===== config.mk =====
export PLATFORM = sky130hd
export DESIGN_NAME = uart_rx_flat
export DESIGN_NICKNAME = d
export VERILOG_FILES = /design/src/rtl/uart_rx_if.sv /design/src/rtl/uart_rx.sv /design/src/flat_wrapper.sv
export SDC_FILE = /design/constraint.sdc
export NUM_CORES = 1
export LEC_CHECK = 0
export CORE_UTILIZATION = 30
export CTS_BUF_LIST = sky130_fd_sc_hd__clkbuf_4
export CTS_CLUSTER_SIZE = 28
export DETAILED_ROUTE_END_ITERATION = 16
export MAX_ROUTING_LAYER = met4
export PLACE_DENSITY_LB_ADDON = 0.25
export SYNTH_ARGS = -nofsm -noshare
export SYNTH_HDL_FRONTEND = slang
export SYNTH_SLANG_ARGS = --single-unit

===== constraint.sdc =====
create_clock -name Clk -period 2.6 [get_ports Clk]
set_input_delay 0.52 -clock Clk [delete_from_list [all_inputs] [get_ports Clk]]
set_output_delay 0.52 -clock Clk [all_outputs]
set_load 0.01 [all_outputs]

===== src/rtl/uart_rx_if.sv =====
// Receiver-side signal bundle for uart_rx: serial line in, received byte and status out.
interface uart_rx_if;
    logic       RXD;
    logic [7:0] Data;
    logic       Data_valid;
    logic       Frame_err;
    logic       Busy;

    modport master (
        input  RXD,
        output Data,
        output Data_valid,
        output Frame_err,
        output Busy
    );

    modport slave (
        output RXD,
        input  Data,
        input  Data_valid,
        input  Frame_err,
        input  Busy
    );
endinterface


===== src/rtl/uart_rx.sv =====
// 8N1 UART receiver with mid-bit sampling and a single-cycle Data_valid strobe.
// Define UART_RX_FRAME_ERR_EN to check the stop bit and drive Frame_err.
module uart_rx #(
    parameter logic [31:0] FREQ_CLK = 32'd100_000_000,
    parameter logic [31:0] RX_SPEED = 32'd115_200
) (
    input  logic     Clk,
    input  logic     Rst_n,
    uart_rx_if.master bus
);

    localparam logic [31:0] BIT_CYC  = FREQ_CLK / RX_SPEED + 32'd1;
    localparam logic [31:0] HALF_CYC = BIT_CYC / 32'd2;

    typedef enum logic [2:0] {
        IDLE,
        START_BIT,
        DATA_BITS,
        STOP_BIT,
        WAIT_IDLE
    } state_t;

    state_t      state;
    state_t      state_nxt;
    logic        rxd_meta;
    logic        rxd_s;
    logic        rxd_prev;
    logic [1:0]  settle;
    logic        armed;
    logic [31:0] cnt;
    logic [2:0]  bit_cnt;
    logic [7:0]  shift;
    logic [7:0]  data_q;
    logic        vld_q;
    logic        cnt_clr;
    logic        sample_bit;
    logic        deliver;
`ifdef UART_RX_FRAME_ERR_EN
    logic        ferr;
    logic        ferr_q;
`endif

    // The synchronizer resets to 1, so a line held low through reset would look
    // like a falling edge; start detection is armed only once the real line is seen high.
    always_ff @(posedge Clk or negedge Rst_n) begin
        if (!Rst_n) begin
            rxd_meta <= 1'b1;
            rxd_s    <= 1'b1;
            rxd_prev <= 1'b1;
            settle   <= 2'b00;
            armed    <= 1'b0;
        end else begin
            rxd_meta <= bus.RXD;
            rxd_s    <= rxd_meta;
            rxd_prev <= rxd_s;
            settle   <= {settle[0], 1'b1};
            if (settle[1] && rxd_s) begin
                armed <= 1'b1;
            end
        end
    end

    always_ff @(posedge Clk or negedge Rst_n) begin
        if (!Rst_n) begin
            state <= IDLE;
        end else begin
            state <= state_nxt;
        end
    end

    always_comb begin
        state_nxt  = state;
        cnt_clr    = 1'b0;
        sample_bit = 1'b0;
        deliver    = 1'b0;
`ifdef UART_RX_FRAME_ERR_EN
        ferr       = 1'b0;
`endif
        case (state)
            IDLE: begin
                if (armed && rxd_prev && !rxd_s) begin
                    state_nxt = START_BIT;
                end
            end
            START_BIT: begin
                if (cnt == HALF_CYC) begin
                    state_nxt = rxd_s ? IDLE : DATA_BITS;
                end
            end
            DATA_BITS: begin
                if (cnt == BIT_CYC) begin
                    sample_bit = 1'b1;
                    cnt_clr    = 1'b1;
                    if (bit_cnt == 3'd7) begin
                        state_nxt = STOP_BIT;
                    end
                end
            end
            STOP_BIT: begin
                if (cnt == BIT_CYC) begin
`ifdef UART_RX_FRAME_ERR_EN
                    if (rxd_s) begin
                        deliver   = 1'b1;
                        state_nxt = IDLE;
                    end else begin
                        ferr      = 1'b1;
                        state_nxt = WAIT_IDLE;
                    end
`else
                    deliver   = 1'b1;
                    state_nxt = IDLE;
`endif
                end
            end
            WAIT_IDLE: begin
                if (rxd_s) begin
                    state_nxt = IDLE;
                end
            end
            default: state_nxt = IDLE;
        endcase
    end

    // Saturating period counter: WAIT_IDLE can last arbitrarily long during a break.
    always_ff @(posedge Clk or negedge Rst_n) begin
        if (!Rst_n) begin
            cnt <= 32'd0;
        end else if ((state_nxt != state) || cnt_clr) begin
            cnt <= 32'd0;
        end else if (cnt != {32{1'b1}}) begin
            cnt <= cnt + 32'd1;
        end
    end

    always_ff @(posedge Clk or negedge Rst_n) begin
        if (!Rst_n) begin
            bit_cnt <= 3'd0;
            shift   <= 8'h00;
        end else if (state != DATA_BITS) begin
            bit_cnt <= 3'd0;
        end else if (sample_bit) begin
            shift[bit_cnt] <= rxd_s;
            bit_cnt        <= bit_cnt + 3'd1;
        end
    end

    always_ff @(posedge Clk or negedge Rst_n) begin
        if (!Rst_n) begin
            data_q <= 8'h00;
            vld_q  <= 1'b0;
        end else begin
            vld_q <= deliver;
            if (deliver) begin
                data_q <= shift;
            end
        end
    end

`ifdef UART_RX_FRAME_ERR_EN
    always_ff @(posedge Clk or negedge Rst_n) begin
        if (!Rst_n) begin
            ferr_q <= 1'b0;
        end else begin
            ferr_q <= ferr;
        end
    end

    assign bus.Frame_err = ferr_q;
`else
    assign bus.Frame_err = 1'b0;
`endif

    assign bus.Data       = data_q;
    assign bus.Data_valid = vld_q;
    assign bus.Busy       = (state != IDLE);

endmodule


===== src/flat_wrapper.sv =====
// flat-port wrapper written by rule: the top's interface ports become plain ports
module uart_rx_flat 
#(
    parameter logic [31:0] FREQ_CLK = 32'd100_000_000,
    parameter logic [31:0] RX_SPEED = 32'd115_200
)
  (Clk, Rst_n, bus_RXD, bus_Data, bus_Data_valid, bus_Frame_err, bus_Busy);
  uart_rx_if bus_i ();
  input  logic Clk;
  input  logic Rst_n;
  input wire logic [$bits(bus_i.RXD)-1:0] bus_RXD;
  output wire logic [$bits(bus_i.Data)-1:0] bus_Data;
  output wire logic [$bits(bus_i.Data_valid)-1:0] bus_Data_valid;
  output wire logic [$bits(bus_i.Frame_err)-1:0] bus_Frame_err;
  output wire logic [$bits(bus_i.Busy)-1:0] bus_Busy;
  assign bus_i.RXD = bus_RXD;
  assign bus_Data = bus_i.Data;
  assign bus_Data_valid = bus_i.Data_valid;
  assign bus_Frame_err = bus_i.Frame_err;
  assign bus_Busy = bus_i.Busy;
  uart_rx #(.FREQ_CLK(FREQ_CLK), .RX_SPEED(RX_SPEED)) u_core (.Clk(Clk), .Rst_n(Rst_n), .bus(bus_i));
endmodule

==> metrics.md <==
| Metric | Value |
|---|---|
| Routability-driven placement congestion ratio | `0.791` |
| Sum Neg Setup Slack | `0 ns` |
| ANT nets after route | `0` |
| Total gr overflow | `0` |
| R2R setup slack | `0.18 ns` |
| Avg WL per Cell | `15.6 µm` |
| Sinks on Clock Net | `61` |
| CTS root buf | `clkbuf_4` |
| CP arrival | `about 2.7 ns` |
| PnR worst setup slack | `around 0.18 ns` |
| Buffer count from post-CTS setup fixing | `0` |
| Worst VDD drop | `about 0.00016 V` |
| Design Area, Final | `0.00378 mm²` |
| Most common flop cell mapped by yosys | `dfrtp_1` |
| Die X | `108 µm` |
| Min Tclk post-route | `2.42 ns` |
| Share of cells above drive strength 1 | `about 15%` |
| CP Data Required Time | `2.87 ns` |
| Crit path capture | `u_core.shift[1]` |
| Status | `finished, final reports clean` |
| Synth-to-Final Area Change | `12.4%` |
| Cts hold-fix bufs | `0` |
| Sequential area share after synthesis | `between 40% and 50%` |
| Post_cts resized | `0` |
| H-tree levels | `3` |
| Final cycle utilization of the critical path | `93.0%` |
| Post-synth top area cell | `dfrtp_1` |
| Hold Crit Class | `in -> async` |
| Overall routed net length | `7430 µm` |
| Critical path class | `reg -> reg` |
| CTS tree | `yes` |
| Tightest Pin Transition | `0.619 ns` |
| Vias in the first global route | `roughly 2500` |
| Initial antenna violation count | `0` |
| Critical Path Source | `u_core.cnt[26]` |
| Mapped cell area | `0.00337 mm²` |
| Die area | `0.0117 mm²` |
| Total track usage | `14.8%` |
| Clock Pin Slew Worst Setup and Hold Paths | `0.10 ns` |
| Most used standard cell by instance count after synthesis | `dfrtp_1` |
| Iter 0 DRT Violations | `158` |
| Clock Tree Buf Depth | `2` |
| Via density | `5.44` |
| Syn Area/Cell | `10.7 µm²` |
| Rows | `38` |
| R2R Path End | `u_core.shift[1]` |
| Final slew viol count | `0` |
| Synth top area cells | `dfrtp_1 (43%), mux2_1 (5.3%), a211oi_1 (4.9%)` |
| Most frequent cells after synthesis | `dfrtp_1 (58), a211oi_1 (22), mux2_1 (16), nand2_1 (16), nand3_1 (16)` |
| Starting Density | `between 30% and 40%` |
| Synth top area share | `43.1%` |
| Slew headroom | `around 59%` |
| Die H | `108 µm` |
| Placed cell count | `about 460` |
| Number of enable flip-flop cells after synthesis | `0` |
| IO Pins | `14` |
| Leakage | `around 1.5 nW` |
| Worst reg2reg path depth | `5` |
| Crit Reg-Reg Startpoint | `u_core.cnt[26]` |
| Power Density | `508 mW/mm²` |
| Worst Skew | `approximately 0.020 ns` |
| First-pass GRT wire length | `12900 µm` |
| Ys Warns | `0` |
| Max Freq | `0.413 GHz` |
| Num CTS Buffers | `9` |
| Synthesized flop and latch total | `61` |
| CP Capture Type | `register` |
| Cell variety after synth | `between 50 and 60` |
| Diode count | `0` |
| Pre-antenna DRT Iters | `4` |
| Skew-Pair Late Insertion Delay | `0.40 ns` |
| Placed cell areas | `0.00370 mm²` |
| Final setup viols | `0` |
| Largest net degree at the start of global routing | `37` |
| Fin. Hold Viols | `0` |
| Max-cap violations | `0` |
| Cell count after synthesis | `approximately 310` |
| DRC | `0` |
| Nets@finish | `roughly 340` |
| Core area | `0.0109 mm²` |
| Syn Nets | `322` |
| Startpoint Class | `register` |
| Share of flip-flops with an asynchronous set or reset | `100%` |
| Vias | `2582` |
| Pre-CTS WS | `0.143 ns` |
| Non-filler cells, final | `roughly 480` |
| Crit path max fanout | `8` |
| Dpl hpwl | `5150 µm` |
| RSZ-0062 raised after global routing | `false` |
| I/O Buffers | `12` |
-- stage by stage --
step | hold WS [ns] | utilization, % | total power, W
finish | 0.113 | 34.8 | 0.00192
global route | 0.125 | 34.8 | 0.00204
CTS | 0.111 | 34.8 | 0.00195
detailed placement | 0.336 | 34.0 | 0.00143
global placement | 0.333 | 34.0 | 0.00143
floorplan | 0.224 | - | 0.00131
-- worst min path at each step --
stage,from,endpoint,cells past startpoint
6_report,Rst_n,u_core.shift[7],1
5_1_grt,Rst_n,u_core.bus.Data[7],1
4_1_cts,Rst_n,u_core.bus.Data[7],1
3_5_place_dp,u_core.settle[0],u_core.settle[1],0
3_3_place_gp,u_core.settle[0],u_core.settle[1],0
2_1_floorplan,Rst_n,u_core.armed,0
-- cells by family after synthesis --
group	count (synthesis)	synth area share [%]
AO/OA/AOI/OAI	60	13.2
XOR/XNOR	9	2.34
adder cells (fa/ha/maj)	5	1.86
buffers and inverters	22	3.57
flip-flops	61	45.4
multiplexers	18	5.94
other	2	0.223
AND/OR/NAND/NOR	137	27.4
-- routing by layer --
metal | GRT usage [%] | up-vias | wire, µm
met1 | 19.6 | 1287 | 3750
met2 | 21.3 | 30 | 3330
li1 | - | 1253 | -
met5 | - | - | 0
met4 | 5.58 | 0 | 160
met3 | 4.40 | 12 | 192
-- layout make-up --
type,count,area (µm²)
clock inverters,4,18.8
clock buffers,9,67.6
flip-flops and latches,61,1530
multi-input cells,231,1720
fillers,1122,7100
well taps,140,175
inverters,7,26.3
repair buffers,23,248
-- placed cells by master (no fill, tap or decap), drive strengths merged, types with 4 or more instances in the layout --
cell type	n
xnor2	8
buf	12
o31ai	7
nand4	15
inv	7
or4	8
nand3	17
clkinv	4
ha	5
clkbuf	9
nor3	16
clkdlybuf4s50	11
and3	5
mux2	16
or3	14
dfrtp	58
nor4	10
nand2	16
o21ai	14
a211oi	24
nor2	15
-- state kept, by name (all words and copies together), names as in the netlist --
name and count:
u_core.cnt 32, u_core.shift 8, u_core.bit_cnt 3, u_core.rxd_s 1, u_core.rxd_prev 1, u_core.settle 2
u_core.armed 1, u_core.bus.Data 8, u_core.rxd_meta 1, u_core.bus.Data_valid 1, u_core.state 3
-- worst max-delay path, stage by stage, from the launching register on --
cell	delay, ns
dfrtp_1	0.47
nor4_2	0.43
nand4_2	0.33
nor4_4	0.47
and4bb_1	0.26
mux2_1	0.33
-- report_power, final --
part           leakage, nW  internal, W  switching [W]
Combinational        0.646     0.000146       0.000180
Sequential           0.821     0.000998      0.0000891
Clock               0.0547     0.000173       0.000336
(Power assumes the default switching activity.)
==> RTL change 1 (same settings) <==
Encoding of `state_t`: now one-hot (5 bits for 5 states).
--- a/src/rtl/uart_rx.sv
+++ b/src/rtl/uart_rx.sv
@@ -14,8 +14,8 @@
 
-    typedef enum logic [2:0] {
-        IDLE,
-        START_BIT,
-        DATA_BITS,
-        STOP_BIT,
-        WAIT_IDLE
+    typedef enum logic [4:0] {
+        IDLE      = 5'b00001,
+        START_BIT = 5'b00010,
+        DATA_BITS = 5'b00100,
+        STOP_BIT  = 5'b01000,
+        WAIT_IDLE = 5'b10000
     } state_t;
Behaviour: same outputs for any inputs over 10 cycles, from zero or initial values and one cycle with Rst_n low; not proved beyond that.
==> RTL change 1 against the unedited design <==
Global-route usage fell by 2.3 points. Design area fell by 2.5%. Synthesized area fell by 5.0%. Critical path depth fell by 1. Wire length fell by 20%. Setup slack got worse by 28 ps. Core utilization rose by 0.99 points. Sequential cell count rose by 2. Clock skew fell by 4.1 ps. Final cell count did not move. Total power rose by 20%. Largest power group unchanged. Highest routed layer unchanged.
==> RTL change 1: results (changes against the unedited design) <==
setup TNS=0 ps (unchanged); clock buffer count from CTS=9 (unchanged); Int Pwr=1540 uW (was 1320 uW); GP Congestion=0.804 (was 0.791); largest register by flop count=u_core.cnt (unchanged); Yosys cell types=56 (was 58); ant diodes=0 (unchanged); Max IR drop VDD=280 uV (was 158 uV); Lkg Pwr=0.00159 uW (was 0.00152 uW); cells after synthesis=309 (was 314); Arr. time, crit path=1930 ps (was 2690 ps); clk_lat worst skew=420 ps (was 400 ps); maximum number of pins on one net before global-route repair=40 (was 37); first-pass GRT wire length=10.7 mm (was 12.9 mm); FFs w/ async S/R, synth=100% (unchanged); top cells by area, synth=dfrtp_1, xor2_1, nor2_1 (was dfrtp_1, mux2_1, a211oi_1); Iter 0 DRT Violations=66 (was 158); H-Tree Depth=3 (unchanged); synth cell count leaders=dfrtp_1, nor2_1, nand2_1, xor2_1, nand4_1 (was dfrtp_1, a211oi_1, mux2_1, nand2_1, nand3_1); CP startpoint=u_core.state[3] (was u_core.cnt[26]); CP top delay family=buffers and inverters (was simple AND/OR/NAND/NOR gates); routed wire length=5.95 mm (was 7.43 mm); Synthesized Nets=317 (was 322); share of post-route cells with drive strength above 1=17.4% (was 14.6%); Post-Place Cells=459 (was 462); fin nets=342 (was 341); Post-Route Skew=16.1 ps (was 20.2 ps); status=finished clean (unchanged); max FFs per register=32 (unchanged); DRT Pass-1 Iters=4 (unchanged); Seq/Total Area, Yosys=49.4% (was 45.4%); worst hold path class=input port to async pin (unchanged); clock tree root buffer cell=clkbuf_4 (unchanged); Post-CTS Resized=0 (unchanged); RR Endpoint=u_core.shift[7] (was u_core.shift[1]); # setup viols final=0 (unchanged); Worst Path Max Fanout=7 (was 8); R2R Path Start=u_core.cnt[3] (was u_core.cnt[26]); Max-slew headroom=60.6% (was 58.7%); CP max stage cell=clkdlybuf4s50_1 (was dfrtp_1); initial antenna violation count=0 (unchanged); clock buffer depth=2 (unchanged); placed inst area=3540 um^2 (was 3700 um^2); Vias/cell=4.80 (was 5.44); slowest stage delay, CP=480 ps; detailed placement HPWL=4.14 mm (was 5.15 mm); Total Routing Usage GR=12.6% (was 14.8%); Reg clk slew, reported paths=120 ps (was 100 ps); r2r setup slk=290 ps (was 180 ps); via count=2278 (was 2582); R2R cell count=6 (was 5)
[RTL change 1: changes by cell type after synthesis, moves of 6 or more]
cell	before	now
a211oi_1	22	2
or3_1	14	1
o31ai_1	7	0
nand2_1	16	33
mux2_2	0	10
xor2_1	1	21
nor3_1	12	5
mux2_1	16	1
or4_1	8	2
o21ai_1	10	1
nor2_1	14	48
[RTL change 1: per-stage QoR]
step | total power [uW] | hold slack, ps | utilization [%] | setup WS (ps)
4_1_cts | 2360 | 86.9 | 35.8 | 140
6_report | 2310 | 90.4 | 35.8 | 153
3_3_place_gp | 1630 | 334 | 34.3 | 306
3_5_place_dp | 1630 | 337 | 34.3 | 273
5_1_grt | 2460 | 113 | 35.8 | 30.3
2_1_floorplan | 1420 | 224 | - | 424
[RTL change 1: final cells by class]
cell class	instances	area [um^2]
Inverter	5	18.8
Timing Repair Buffer	23	223
Clock buffer	9	67.6
Fill cell	1039	6630
Sequential cell	63	1580
Clock inverter	7	80.1
Tap cell	136	170
Multi-Input combinational cell	232	1550
[RTL change 1: worst max-delay path by stage]
stage / endpoint / cells past startpoint / slack, ps
finish: bus_Busy / 4 / 150
global route: bus_Busy / 4 / 30
global placement: u_core.shift[1] / 6 / 310
CTS: bus_Busy / 4 / 140
floorplan: u_core.shift[3] / 9 / 420
detailed placement: u_core.shift[1] / 6 / 270
[RTL change 1: cell families (layout without fill, tap and decap cells)]
| kind of cell | Yosys count | after routing | synth area share, % |
|---|---|---|---|
| flip-flops | 63 | 63 | 49.4 |
| adder cells (fa/ha/maj) | 5 | 5 | 1.96 |
| buffers and inverters | 14 | 44 | 2.11 |
| XOR/XNOR | 32 | 32 | 8.76 |
| AND/OR/NAND/NOR | 154 | 154 | 25.5 |
| AO/OA/AOI/OAI | 21 | 21 | 5.12 |
| other | 2 | 2 | 0.235 |
| multiplexers | 18 | 18 | 6.84 |
[RTL change 1: power by group through the flow]
stage	registers, uW	logic (uW)	clock network, uW
CTS	1110	502	743
global route	1120	557	775
detailed placement	1130	497	0
global placement	1130	504	0
finish	1110	496	704
floorplan	1100	329	0
[RTL change 1: per-layer routing]
metal | routed length, um | vias up | track usage [%]
met5 | 0 | - | -
met4 | 80 | 0 | 4.43
met3 | 225 | 6 | 3.96
met2 | 2780 | 34 | 19.6
met1 | 2860 | 1110 | 15.3
li1 | - | 1128 | -
==> RTL change 2 (same flow settings) <==
Made on the original files. The option `UART_RX_FRAME_ERR_EN` is turned on by a define.
--- a/src/rtl/uart_rx.sv
+++ b/src/rtl/uart_rx.sv
@@ -2,2 +2,4 @@
 // Define UART_RX_FRAME_ERR_EN to check the stop bit and drive Frame_err.
+`define UART_RX_FRAME_ERR_EN
+
 module uart_rx #(
Function: no difference found for any inputs over 10 cycles, from zero or initial values and one cycle with Rst_n low; that may be too few to reach the edited logic, so the function may still have changed.
==> RTL change 2 against the unedited design <==
Critical endpoint is now bus_Busy. Total power grew 2.2%. Combinational power is 7.7% lower. Synthesized area is 1.5% lower. Sequential cell count up 1. First-iteration DRC count shrank 8.2%. Die area is 1.5% lower. Final cell count rose by 2.7%. Wire length down 0.59%. Setup slack got worse by 13 ps. Clock power is 16% higher. Design area increased by 1.2%. Largest cell class unchanged.
==> RTL change 2: results (changes against the unedited design) <==
Max IR drop VDD=173 uV (was 158 uV); met2 Use GR=22.5% (was 21.3%); metal3 WL=175 um (was 192 um); CP max stage cell=clkdlybuf4s50_1 (was dfrtp_1); switching share of total power=32.1% (was 31.5%); Post-Place Cells=472 (was 462); Final Non-Filler Cells=488 (was 475); Syn Area/Cell=10.3 um^2 (was 10.7 um^2); fin nets=351 (was 341); status=finished clean (unchanged); Reg clk slew, reported paths=120 ps (was 100 ps); Synth Area in Compound Gates=12.3% (was 13.2%); routed wire length=7.39 mm (was 7.43 mm); mux contribution to synthesized area=6.67% (was 5.94%); Post-Synth Adder-Cell Area=1.89% (was 1.86%); Total Routing Usage GR=14.6% (was 14.8%); worst slew pin tran=570 ps (was 619 ps); Post-Route Skew=26.0 ps (was 20.2 ps); share of post-route cells with drive strength above 1=20.4% (was 14.6%); Lkg Pwr=0.00151 uW (was 0.00152 uW); number of global-route vias before repair=2484 (was 2540); post-synthesis xor/xnor area fraction=2.38% (was 2.34%); slowest stage delay, CP=490 ps (was 470 ps); Arr. time, crit path=1910 ps (was 2690 ps); CP Buf/Inv Count=2 (was 0); detailed placement HPWL=4.94 mm (was 5.15 mm); sw power=630 uW (was 605 uW); met1 wire length=3.62 mm (was 3.75 mm); Vias/cell=5.35 (was 5.44)
RTL change 2: cell types whose count changed in the layout (fill, tap and decap cells not counted), sizes merged, moves of 4 or more:
cell / delta
buf: +7
nand3: -6
and2: +4
nand2: +4
RTL change 2: final cells by class:
type | count | area, um^2
Multi-Input combinational cell | 235 | 1660
Fill cell | 1052 | 6960
Timing Repair Buffer | 31 | 310
Tap cell | 140 | 175
Sequential cell | 62 | 1560
Inverter | 4 | 15.0
Clock inverter | 7 | 47.5
Clock buffer | 9 | 67.6
RTL change 2: worst paths after layout:
path                                  startpoint              endpoint  slack [ps]  depth (start not counted)
min in group Clk                u_core.settle[0]      u_core.settle[1]         360                          0
worst max-delay path             u_core.state[1]              bus_Busy         170                          3
worst min-delay path                       Rst_n  u_core.bus.Frame_err          60                          1
max in group asynchronous                  Rst_n       u_core.rxd_prev        1860                          2
worst min register to register  u_core.settle[0]      u_core.settle[1]         360                          0
worst max register to register     u_core.cnt[0]        u_core.cnt[29]         220                          8
